`config.mk`:
```
export PLATFORM = sky130hd
export DESIGN_NAME = pipeline_job_sequencer
export DESIGN_NICKNAME = d
export VERILOG_FILES = /design/src/rtl/pipeline_job_sequencer.sv
export SDC_FILE = /design/constraint.sdc
export NUM_CORES = 1
export LEC_CHECK = 0
export ABC_AREA = 1
export BUFFER_PORTS_ARGS = -buffer_cell sky130_fd_sc_hd__buf_2
export CAP_MARGIN = 0
export CORE_MARGIN = 1
export CORE_UTILIZATION = 29
export DETAILED_ROUTE_END_ITERATION = 12
export SETUP_SLACK_MARGIN = 0.02
export SYNTH_ARGS = -nofsm -noshare
export SYNTH_HDL_FRONTEND = slang
export SYNTH_SLANG_ARGS = --single-unit
```
`constraint.sdc`:
```
create_clock -name clk -period 5.6 [get_ports clk]
set_input_delay 0.84 -clock clk [delete_from_list [all_inputs] [get_ports clk]]
set_output_delay 0.84 -clock clk [all_outputs]
set_load 0.01 [all_outputs]
```
`src/rtl/pipeline_job_sequencer.sv`:
```
// pipeline_job_sequencer
// Feeds whole jobs (one top-load beat followed by N bot beats) into the
// full-pipeline front end. Bots are passed straight through from the upstream
// stream while the number of outstanding results stays below MAX_IN_FLIGHT.
// The block then waits for every result of the job before it pulses jobDone
// and takes the next job.
// Optional build macro: JOB_CYCLE_STATS_EN adds the jobCycles/stallCycles
// per-job statistics outputs.
module pipeline_job_sequencer #(
    parameter int BOT_COUNT_WIDTH = 32,
    parameter int MAX_IN_FLIGHT   = 32,
    parameter int IFW             = 6
) (
    input  logic                       clk,
    input  logic                       rst,
    input  logic                       jobValid,
    output logic                       jobReady,
    input  logic [127:0]               jobTop,
    input  logic [BOT_COUNT_WIDTH-1:0] jobBotCount,
    input  logic                       botInValid,
    output logic                       botInReady,
    input  logic [127:0]               botIn,
    output logic                       pipeStartNewTop,
    output logic                       pipeValid,
    input  logic                       pipeReady,
    output logic [127:0]               pipeData,
    input  logic                       resultValid,
    output logic                       jobDone,
    output logic [BOT_COUNT_WIDTH-1:0] jobResultCount,
    output logic                       busy
`ifdef JOB_CYCLE_STATS_EN
    ,
    output logic [31:0]                jobCycles,
    output logic [31:0]                stallCycles
`endif
);

    typedef enum logic [2:0] {
        IDLE,
        LOAD_TOP,
        STREAM,
        DRAIN,
        DONE
    } state_t;

    localparam logic [IFW-1:0]             MAX_IF  = IFW'(MAX_IN_FLIGHT);
    localparam logic [BOT_COUNT_WIDTH-1:0] BC_ONE  = BOT_COUNT_WIDTH'(1);
    localparam logic [IFW-1:0]             IF_ONE  = IFW'(1);

    state_t                       state_q, state_d;
    logic [127:0]                 top_q, top_d;
    logic [BOT_COUNT_WIDTH-1:0]   count_q, count_d;
    logic [BOT_COUNT_WIDTH-1:0]   sent_q, sent_d;
    logic [BOT_COUNT_WIDTH-1:0]   recv_q, recv_d;
    logic [IFW-1:0]               in_flight_q, in_flight_d;

    logic                         has_room;
    logic                         xfer;
    logic                         res_ok;
    logic                         accept;

    // Next-state, counter updates and all handshake outputs.
    always_comb begin
        state_d         = state_q;
        top_d           = top_q;
        count_d         = count_q;
        sent_d          = sent_q;
        recv_d          = recv_q;
        in_flight_d     = in_flight_q;
        jobReady        = 1'b0;
        botInReady      = 1'b0;
        pipeValid       = 1'b0;
        pipeStartNewTop = 1'b0;
        pipeData        = '0;
        jobDone         = 1'b0;
        jobResultCount  = '0;
        xfer            = 1'b0;
        res_ok          = 1'b0;
        accept          = 1'b0;
        has_room        = (in_flight_q < MAX_IF);

        case (state_q)
            IDLE: begin
                // Held low while rst is high so reset shows all-zero outputs.
                jobReady = !rst;
                accept   = jobValid && !rst;
                if (accept) begin
                    top_d       = jobTop;
                    count_d     = jobBotCount;
                    sent_d      = '0;
                    recv_d      = '0;
                    in_flight_d = '0;
                    state_d     = LOAD_TOP;
                end
            end
            LOAD_TOP: begin
                pipeValid       = 1'b1;
                pipeStartNewTop = 1'b1;
                pipeData        = top_q;
                if (pipeReady) begin
                    state_d = (count_q == '0) ? DONE : STREAM;
                end
            end
            STREAM: begin
                // Zero-latency pass-through of the upstream bot.
                pipeValid  = botInValid && has_room;
                pipeData   = botIn;
                botInReady = pipeReady && has_room;
                xfer       = botInValid && has_room && pipeReady;
                res_ok     = resultValid && (in_flight_q != '0);
                if (xfer && ((sent_q + BC_ONE) == count_q)) begin
                    state_d = DRAIN;
                end
            end
            DRAIN: begin
                res_ok = resultValid && (in_flight_q != '0);
                if (res_ok && ((recv_q + BC_ONE) == count_q)) begin
                    state_d = DONE;
                end
            end
            DONE: begin
                jobDone        = 1'b1;
                jobResultCount = recv_q;
                state_d        = IDLE;
            end
            default: begin
                state_d = IDLE;
            end
        endcase

        if (xfer) begin
            sent_d = sent_q + BC_ONE;
        end
        if (res_ok) begin
            recv_d = recv_q + BC_ONE;
        end
        // A transfer and a result in the same cycle cancel out.
        case ({xfer, res_ok})
            2'b10:   in_flight_d = in_flight_q + IF_ONE;
            2'b01:   in_flight_d = in_flight_q - IF_ONE;
            default: ;
        endcase
    end

    assign busy = (state_q != IDLE);

    // State and job registers; reset abandons any job in progress.
    always_ff @(posedge clk) begin
        if (rst) begin
            state_q     <= IDLE;
            top_q       <= '0;
            count_q     <= '0;
            sent_q      <= '0;
            recv_q      <= '0;
            in_flight_q <= '0;
        end else begin
            state_q     <= state_d;
            top_q       <= top_d;
            count_q     <= count_d;
            sent_q      <= sent_d;
            recv_q      <= recv_d;
            in_flight_q <= in_flight_d;
        end
    end

`ifdef JOB_CYCLE_STATS_EN
    logic [31:0] cycles_q, cycles_d;
    logic [31:0] stall_q, stall_d;
    logic [31:0] cycles_inc;

    // Saturating per-job cycle and stall counters.
    always_comb begin
        cycles_d   = cycles_q;
        stall_d    = stall_q;
        cycles_inc = (cycles_q == '1) ? cycles_q : cycles_q + 32'd1;
        if (accept) begin
            cycles_d = '0;
            stall_d  = '0;
        end else if (state_q == LOAD_TOP || state_q == STREAM || state_q == DRAIN) begin
            cycles_d = cycles_inc;
            if (state_q == STREAM && botInValid && !xfer && stall_q != '1) begin
                stall_d = stall_q + 32'd1;
            end
        end
        // The DONE cycle itself is included in the reported count.
        jobCycles   = (state_q == DONE) ? cycles_inc : '0;
        stallCycles = (state_q == DONE) ? stall_q : '0;
    end

    // Statistics registers.
    always_ff @(posedge clk) begin
        if (rst) begin
            cycles_q <= '0;
            stall_q  <= '0;
        end else begin
            cycles_q <= cycles_d;
            stall_q  <= stall_d;
        end
    end
`endif

    // A result with nothing outstanding is dropped; flag it in simulation.
    underflow_chk: assert property (@(posedge clk) disable iff (rst)
        !(resultValid && (state_q == STREAM || state_q == DRAIN) && in_flight_q == '0));

endmodule

```
==> out/results.ini <==
[outcome]
outcome = complete, no violations

[floorplan]
die_area_um2 = 46500
dieHeight_um = 216
num_rows = 77
die_width_um = 216
num_io_pins = 460
core-area_um2 = 44600
start_util_pct = 29.7

[worst_setup_path]
crit_path_max_fanout = 75
critPathKind = reg -> out
critPathLaunchType = flip-flop
worstReg2RegStart = state_q[2]
path_cells = inv_1 -> nor2_1 -> inv_1 -> nor2_1 -> clkinv_2 -> buf_4 -> o21ai_0 -> buf_2
cpMaxStageDelayCell = buf_4
arrival_ns = 3.11
crit_required_ns = 4.76
crit_start = state_q[0]
cpPeakStageDelay_ns = 0.57
critical_path.endpoint_type = primary output

[global_route]
first_global_vias = 14800
grt_pass1_wl_um = 88600
grt_max_degree = 182
overflow = 0
grt_use_total_pct = 24.6
antenna_found_initial = 19

[synthesis]
syn_inst = 2151
yosys.area.top_type_share_pct = 35.2
synthDistinctLibCells = 32
async_flop_share_pct = 0
yosysWarnings = 0
synth.area.top_cells = dfxtp_1, nand2_1, o21ai_0, a21oi_1, inv_1
synth_edf_count = 0
syn_avg_cell_area_um2 = 6.15
syn_nets = 2454
yosysTopAreaCell = dfxtp_1
syn_area_um2 = 13200
ys_seq_area_share_pct = 35.2
synth_flop_cell = dfxtp_1
ys_ff_latch = 233

[sta]
fin_tns_setup_ns = 0
setup_viol = 0
period_needed_ns = 3.95
timing.slew.headroom_pct = 28.9
clock_skew_ns = 0.0159
setup_slack_ns = 1.65
finalHoldViolCount = 0
fin_crit_sh_pct = 70.5
drv_slew = 0
max_clock_freq_mhz = 253
hold_ws_ns = 0.447
rsz0062_at_grt = no
worstMarginPinSlew_ns = 1.07

[clocking]
cts_tree = done
clock_sinks = 233
clock_path_buffers = 3
path_clk_slew_ns = 0.06
htree_levels = 1
clk-insertion-delay-late_ns = 0.59
clockRootBuffer = clkbuf_16
cts.repair.resized = 0
post_cts_buffers = 0
numCtsBuffers = 30
ctsHoldBuffers = 0

[pwr]
power.total_mw = 6.20
p_leak_nw = 7.29
power_density_nw_per_um2 = 362
vdd_drop_max_uv = 277

[placement]
dp_cells = 3109
gp_congestion = 0.973
place_ws_ns = 2.24
dp_hpwl_um = 46200
port_buffers = 459

[routing]
route.detailed.drc = 0
via_per_inst = 4.95
via_count = 15800
wl_per_cell_um = 18.7
drt_first_pass_iters = 6
wl_um = 59300
drtIter0Drc = 1591
ant_nets = 0

[cells_and_area]
layout_common_cells = nand2_1, buf_2, o21ai_0, inv_1, dfxtp_1
drive_above_1_share_pct = 21.6
layout.cells.non_filler = 3180
fin_nets = 2852
layout_commonest_cell = nand2_1
area_growth_pct = 29.3

[hold_path]
hp-class = reg -> reg
hold_start = top_q[0]

[run]
cap_violations = 0

[layer usage]
layer | up-vias | GRT usage, % | share of wire (%)
met5 | - | 0 | 0.12
met4 | 10 | 5.70 | 2.3
met3 | 90 | 5.03 | 8.0
met2 | 648 | 41.5 | 47
met1 | 7282 | 32.0 | 43
li1 | 7721 | - | -
[cells in the mapped netlist, drive strengths merged (2+ instances only)]
master,number
ha,8
xnor2,3
nor3,4
o22ai,2
and2,6
buf,7
a211oi,2
xor2,8
nand3,174
a21oi,223
dfxtp,233
inv,272
xnor3,8
clkbuf,98
o21ai,300
nand4,4
nor4,8
nand2,591
nor2,194
[final timing paths]
| kind | endpoint | slack, ns | cells after the start |
|---|---|---|---|
| setup / recovery | pipeData[0] | 1.65 | 8 |
| hold / removal | top_q[0] | 0.45 | 2 |
| setup reg to reg | in_flight_q[5] | 2.21 | 17 |
| hold reg to reg | top_q[0] | 0.45 | 2 |
[registers in the layout, indices dropped and copies added (netlist names)]
name,cells
top_q,128
count_q,32
recv_q,32
sent_q,32
in_flight_q,6
state_q,3
[per-stage QoR]
stage                     util (%)  cell area, um2
final                         38.4           17100
after global routing          38.3           17100
after CTS                     38.3           17100
after detailed placement      35.9           16000
after global placement        35.9           16000
after floorplan                  -           13200
[logic make-up (layout without fill, tap and decap cells)]
| kind of cell | count (synthesis) | count (layout) | synth area share, % |
|---|---|---|---|
| xor+xnor | 19 | 19 | 2.09 |
| simple gates | 983 | 983 | 30.9 |
| buf+inv | 377 | 799 | 10.7 |
| fa+ha+maj | 9 | 9 | 0.908 |
| compound gates | 530 | 530 | 20.2 |
| flops | 233 | 233 | 35.2 |
| other cells | 0 | 15 | 0 |
[layout make-up]
type,instances,area [um2]
Fill cell,4848,27500
Tap cell,592,741
Multi-Input combinational cell,1541,7160
Timing Repair Buffer,471,2400
Sequential cell,233,4660
Clock inverter,17,236
Inverter,272,1030
Clock buffer,39,835
Antenna cell,15,37.5
[power by group]
group	internal [mW]	switching [mW]	total (mW)
Combinational	0.630	1.43	2.06
Clock	1.28	0.825	2.11
Sequential	1.90	0.137	2.03
[critical path: cells and delay by family, from the launching register on]
| kind | cells | cell delay [ns] |
|---|---|---|
| compound gates | 1 | 0.39 |
| flops | 1 | 0.35 |
| simple gates | 2 | 0.25 |
| buf+inv | 5 | 1.46 |
(Power assumes the default switching activity.)
